## src/rtl/matmul_pkg.sv

```systemverilog
// Shared definitions for the matrix-multiply result path: entry count, index width
// and the unloader's state encoding.
package matmul_pkg;

  localparam int MAT_ENTRIES    = 4;
  localparam int IDX_W          = 2;
  localparam int DEFAULT_DATA_W = 16;

  typedef enum logic [1:0] {
    ST_IDLE     = 2'd0,
    ST_SEND     = 2'd1,
    ST_RELEASE  = 2'd2,
    ST_WAIT_LOW = 2'd3
  } unl_state_e;

endpackage

```

## src/rtl/result_buffer.sv

```systemverilog
// Four-entry result register file: all entries are loaded together on cap_en,
// one entry is read out by index.
module result_buffer
  import matmul_pkg::*;
#(
  parameter int DATA_W = DEFAULT_DATA_W
) (
  input  logic                          clock,
  input  logic                          reset,
  input  logic                          cap_en,
  input  logic [MAT_ENTRIES*DATA_W-1:0] cap_flat,
  input  logic [IDX_W-1:0]              rd_idx,
  output logic [DATA_W-1:0]             rd_data
);

  logic [DATA_W-1:0] mem_q [MAT_ENTRIES];
  logic [DATA_W-1:0] mem_d [MAT_ENTRIES];

  always_comb begin
    for (int i = 0; i < MAT_ENTRIES; i++) begin
      mem_d[i] = mem_q[i];
      if (cap_en) begin
        mem_d[i] = cap_flat[i*DATA_W +: DATA_W];
      end
    end
  end

  always_ff @(posedge clock or negedge reset) begin
    if (!reset) begin
      for (int i = 0; i < MAT_ENTRIES; i++) begin
        mem_q[i] <= '0;
      end
    end else begin
      for (int i = 0; i < MAT_ENTRIES; i++) begin
        mem_q[i] <= mem_d[i];
      end
    end
  end

  assign rd_data = mem_q[rd_idx];

endmodule

```

## src/rtl/matrix_result_unloader.sv

```systemverilog
// Drains the 2x2 result matrix over valid/ready in row-major order after each rising
// edge of done, then pulses release_pulse so the controller can leave its Store state.
module matrix_result_unloader
  import matmul_pkg::*;
#(
  parameter int DATA_W = DEFAULT_DATA_W
) (
  input  logic                          clock,
  input  logic                          reset,
  input  logic                          done,
  input  logic [MAT_ENTRIES*DATA_W-1:0] c_flat,
  input  logic                          out_ready,
  output logic                          out_valid,
  output logic [DATA_W-1:0]             out_data,
  output logic [IDX_W-1:0]              out_index,
  output logic                          out_last,
  // "release" is a reserved word in SystemVerilog, hence the suffix.
  output logic                          release_pulse,
  output logic                          busy
);

  localparam logic [IDX_W-1:0] LAST_IDX = IDX_W'(MAT_ENTRIES - 1);

  unl_state_e       state_q, state_d;
  logic [IDX_W-1:0] idx_q, idx_d;
  logic             done_q, done_d;
  logic             cap_en;
  logic [DATA_W-1:0] rd_data;

  result_buffer #(
    .DATA_W (DATA_W)
  ) u_buf (
    .clock    (clock),
    .reset    (reset),
    .cap_en   (cap_en),
    .cap_flat (c_flat),
    .rd_idx   (idx_q),
    .rd_data  (rd_data)
  );

  always_comb begin
    state_d = state_q;
    idx_d   = idx_q;
    done_d  = done;
    cap_en  = 1'b0;
    unique case (state_q)
      ST_IDLE: begin
        if (done && !done_q) begin
          cap_en  = 1'b1;
          idx_d   = '0;
          state_d = ST_SEND;
        end
      end
      ST_SEND: begin
        if (out_ready) begin
          if (idx_q == LAST_IDX) begin
            state_d = ST_RELEASE;
          end else begin
            idx_d = idx_q + IDX_W'(1);
          end
        end
      end
      ST_RELEASE: begin
        state_d = ST_WAIT_LOW;
      end
      ST_WAIT_LOW: begin
        if (!done) begin
          state_d = ST_IDLE;
        end
      end
      default: begin
        state_d = ST_IDLE;
      end
    endcase
  end

  // done_q resets high so a done level held across reset is not seen as a new edge.
  always_ff @(posedge clock or negedge reset) begin
    if (!reset) begin
      state_q <= ST_IDLE;
      idx_q   <= '0;
      done_q  <= 1'b1;
    end else begin
      state_q <= state_d;
      idx_q   <= idx_d;
      done_q  <= done_d;
    end
  end

  assign out_valid     = (state_q == ST_SEND);
  assign out_data      = out_valid ? rd_data : '0;
  assign out_index     = idx_q;
  assign out_last      = out_valid && (idx_q == LAST_IDX);
  assign release_pulse = (state_q == ST_RELEASE);
  assign busy          = (state_q != ST_IDLE);

endmodule

```

## config.mk

```make
export PLATFORM = sky130hd
export DESIGN_NAME = matrix_result_unloader
export DESIGN_NICKNAME = d
export VERILOG_FILES = /design/src/rtl/matmul_pkg.sv /design/src/rtl/result_buffer.sv /design/src/rtl/matrix_result_unloader.sv
export SDC_FILE = /design/constraint.sdc
export NUM_CORES = 1
export LEC_CHECK = 0
export ABC_AREA = 0
export BUFFER_PORTS_ARGS = -buffer_cell sky130_fd_sc_hd__clkbuf_2
export CORE_MARGIN = 2
export CORE_UTILIZATION = 25
export DETAILED_ROUTE_END_ITERATION = 16
export PLACE_DENSITY_LB_ADDON = 0.15
export SYNTH_ARGS = -nofsm -noshare
export SYNTH_HDL_FRONTEND = slang
export SYNTH_HIERARCHICAL = 1
export SYNTH_SLANG_ARGS = --single-unit
```

## constraint.sdc

```tcl
create_clock -name clock -period 5.17 [get_ports clock]
set_input_delay 0.7755 -clock clock [delete_from_list [all_inputs] [get_ports clock]]
set_output_delay 0.7755 -clock clock [all_outputs]
set_load 0.02 [all_outputs]
```

==> metrics.md <==
| Metric | Value |
|---|---|
| Largest stage delay, worst path | roughly 1 ns |
| Hold_buf cts | 0 |
| Total internal power | 0.001732 W |
| Leakage dissipation | around 1.9 nW |
| Startpoint kind of the worst setup timing path | register |
| Number of nets still failing antenna checks after routing | 0 |
| Maximum clock frequency | approximately 0.31 GHz |
| Boundary Pins | 90 |
| Maximum fanout count along the critical path | 17 |
| Antenna Cells | 0 |
| Sequential share of power | 40.1% |
| Post-detailed-route DRC marker count | 0 |
| Worst slew margin relative to its limit | about a third |
| IR drop worst, VDD | roughly 0.00028 V |
| Total power after layout | about 0.0025 W |
| Total clock buffers created by CTS | 9 |
| Proportion of layout cells with a drive suffix above 1 | between 50% and 60% |
| Hpwl dp | between 4 and 5 mm |
| Share of total power in the clock network | a little under a quarter |
| Cell with the largest stage delay on the worst path | dfrtp_1 |
| CTS Root Cell | clkbuf_16 |
| Sequential fraction of the synthesis area | around 54% |
| HP Class | reg2reg |
| Count of fill cells added during filler insertion | roughly 1300 |
| Area contributors post-synth | dfrtp_1 53%, mux2_2 22%, mux4_2 7.0% |
| # rows | 41 |
| Min Tclk post-route | approximately 3.2 ns |
| Floorplan Core Area | about 13000 um^2 |
| Resized Gates After CTS | 0 |
| Share of the synthesized area in the top cell type | between 50% and 60% |
| First-iteration detailed-routing DRC count | 127 |
| Average wire length per cell after detail routing | between 15 and 20 um |
| Routability Congestion | roughly 0.7 |
| Clock latency on the worst-skew pair | ~0.32 ns |
| RSZ-0062 raised after global routing | false |
| Total net switching power | 0.0007832 W |
| Initial cell density of the core | roughly a quarter |
| Post-synthesis average cell area | between 15 and 20 um^2 |
| Post-synth net total | ~280 |
| Count of max-cap constraint violations | 0 |
| # Post-CTS Setup Buffers | 0 |
| Pin count of the biggest net entering global routing | 70 |
| DR vias/cell | around 4.2 |
| Gate count after technology mapping | slightly above 200 |
| NumNets Final | 371 |
| Area growth from synthesis to final layout | 27.81% |
| Final Max Slew Viols | 0 |
| CP cell instances | buf_4 -> mux4_2 -> and2_1 -> clkbuf_2 |
| Antenna violations before repair | 0 |
| Remaining Overflow, GRT | 0 |
| Worst Path Arrival | approximately 2.4 ns |
| Switching power share of the total | between 30 and 40% |
| Netlist area before placement | around 3200 um^2 |
| Number of distinct library cells after synthesis | 24 |
| Vertical die dimension | around 120 um |
| Yosys top cell by area | dfrtp_1 |
| Maximum clock skew at final layout | between 0.002 and 0.003 ns |
| Power per cell area | ~610 nW/um^2 |
| Worst reg-to-reg setup slack | approximately 3 ns |
| Portion of the clock cycle consumed by the worst path in the final layout | between 60% and 70% |
| Clock tree from TritonCTS | yes |
| Number of global-route vias before repair | about 2300 |
| Overall via count from detail_route | 2007 |
| Die width | approximately 120 um |
| Part of the total power dissipated in combinational logic | ~36% |
| Worst setup EP type | output pin |
| Data required time of the worst path | between 4 and 5 ns |
| Sinks on Clock Net | 69 |
| H-tree lvl count | 3 |
| Slew @ Worst Pin | between 0.9 and 1 ns |
| Kind of critical path | reg2out |
| Final TNS setup | 0 ns |
| Run status | complete, no violations |
| Number of storage elements in the synthesis netlist | 69 |
| CTS Buffer Depth | 2 |
| DRT Wirelength | between 7 and 8 mm |
| Global Route Usage Sum | around 11% |
| # setup viols final | 0 |
| First-pass GRT wire length | approximately 12 mm |
| Die outline area | 13830 um^2 |
| Port-buffer cells | about 90 |
| Clock-pin slew reported for the worst setup and hold paths after clock tree synthesis | about 0.050 ns |
| Pre-antenna DRT Iters | 4 |
| Final Hold Violating Endpoints | 0 |
| Worst hold slack | 0.4982 ns |
| Yosys synthesis warning count | 6 |
[final timing paths]
| check | startpoint | to | cells after the start |
|---|---|---|---|
| max in group asynchronous | reset | u_buf/mem_q[63] | 1 |
| setup reg to reg | state_q[0] | u_buf/mem_q[5] | 6 |
| setup / recovery | out_index[0] | out_data[9] | 4 |
| hold reg to reg | u_buf/mem_q[29] | u_buf/mem_q[29] | 1 |
| hold / removal | u_buf/mem_q[29] | u_buf/mem_q[29] | 1 |
| min in group asynchronous | reset | state_q[0] | 1 |
[critical path, delay by kind of cell, from the launching register on]
| family | cells | cell delay [ns] |
|---|---|---|
| mux | 1 | 0.50 |
| buf+inv | 2 | 0.46 |
| flops | 1 | 0.98 |
| simple gates | 1 | 0.16 |
[cells in the mapped netlist]
cell / instances
inv_1: 4
nand2b_1: 4
mux2_2: 64
a211o_1: 1
dfstp_2: 1
mux4_2: 10
clkbuf_1: 1
nor2_1: 2
ha_1: 6
nand3_1: 2
nand2_1: 3
buf_6: 1
mux4_1: 6
mux2_1: 1
nand3b_1: 1
o32a_1: 1
and2_1: 17
dfrtp_1: 68
a22o_1: 1
buf_12: 1
o211ai_1: 1
a21oi_1: 1
nor3_1: 1
buf_2: 9
[final cells by class]
cell class                      count  area, um^2  share of cell area [%]
Clock buffer                       16       291.5                   7.071
Inverter                            4       15.01                  0.3642
Multi-Input combinational cell    122        1410                   34.20
Sequential cell                    69        1728                   41.91
Tap cell                          172       215.2                   5.220
Timing Repair Buffer               91       462.9                   11.23
[through the flow]
stage / instance area [um^2] / instances / util [%] / setup slack, ns
global placement: 3831 / 458 / 30.36 / 2.263
detailed placement: 3831 / 458 / 30.36 / 2.251
floorplan: 3226 / 207 / - / 2.854
CTS: 4123 / 474 / 32.67 / 1.890
global route: 4123 / 474 / 32.67 / 1.751
finish: 4123 / 474 / 32.67 / 1.956
[kinds of logic after synthesis]
logic type                 share of synthesized area [%]
muxes                                              34.56
and+or+nand+nor                                    5.353
adders and majority gates                          2.327
DFF                                                53.57
buffers and inverters                              2.948
AOI/OAI and AO/OA                                  1.241
[registers in the layout (all words and copies together) (netlist names)]
signal and count:
u_buf/mem_q 64, out_index 2, state_q 2, done_q 1
[layer usage]
layer  GRT usage [%]  up-vias  wire length [um]
met3           4.167        9               457
met4           4.066        0               115
met2           17.40       68              3295
li1                -      938                 -
met1           14.17      992              3332
met5               0        -                 0
[layout by cell type (no fill, tap or decap), drive strengths merged]
| cell | count |
|---|---|
| a211o | 1 |
| a21oi | 1 |
| a22o | 1 |
| and2 | 17 |
| buf | 3 |
| clkbuf | 104 |
| dfrtp | 68 |
| dfstp | 1 |
| ha | 6 |
| inv | 4 |
| mux2 | 65 |
| mux4 | 16 |
| nand2 | 3 |
| nand2b | 4 |
| nand3 | 2 |
| nand3b | 1 |
| nor2 | 2 |
| nor3 | 1 |
| o211ai | 1 |
| o32a | 1 |
[power groups by stage]
stage | Clock (W) | Sequential, W | Combinational [W]
6_report | 0.000594 | 0.00101 | 0.000914
5_1_grt | 0.000640 | 0.00105 | 0.00101
4_1_cts | 0.000617 | 0.00102 | 0.000936
3_5_place_dp | 0 | 0.00103 | 0.000933
3_3_place_gp | 0 | 0.00102 | 0.000920
2_1_floorplan | 0 | 0.000920 | 0.000775
Note: power is estimated with default switching activity, not from simulation.
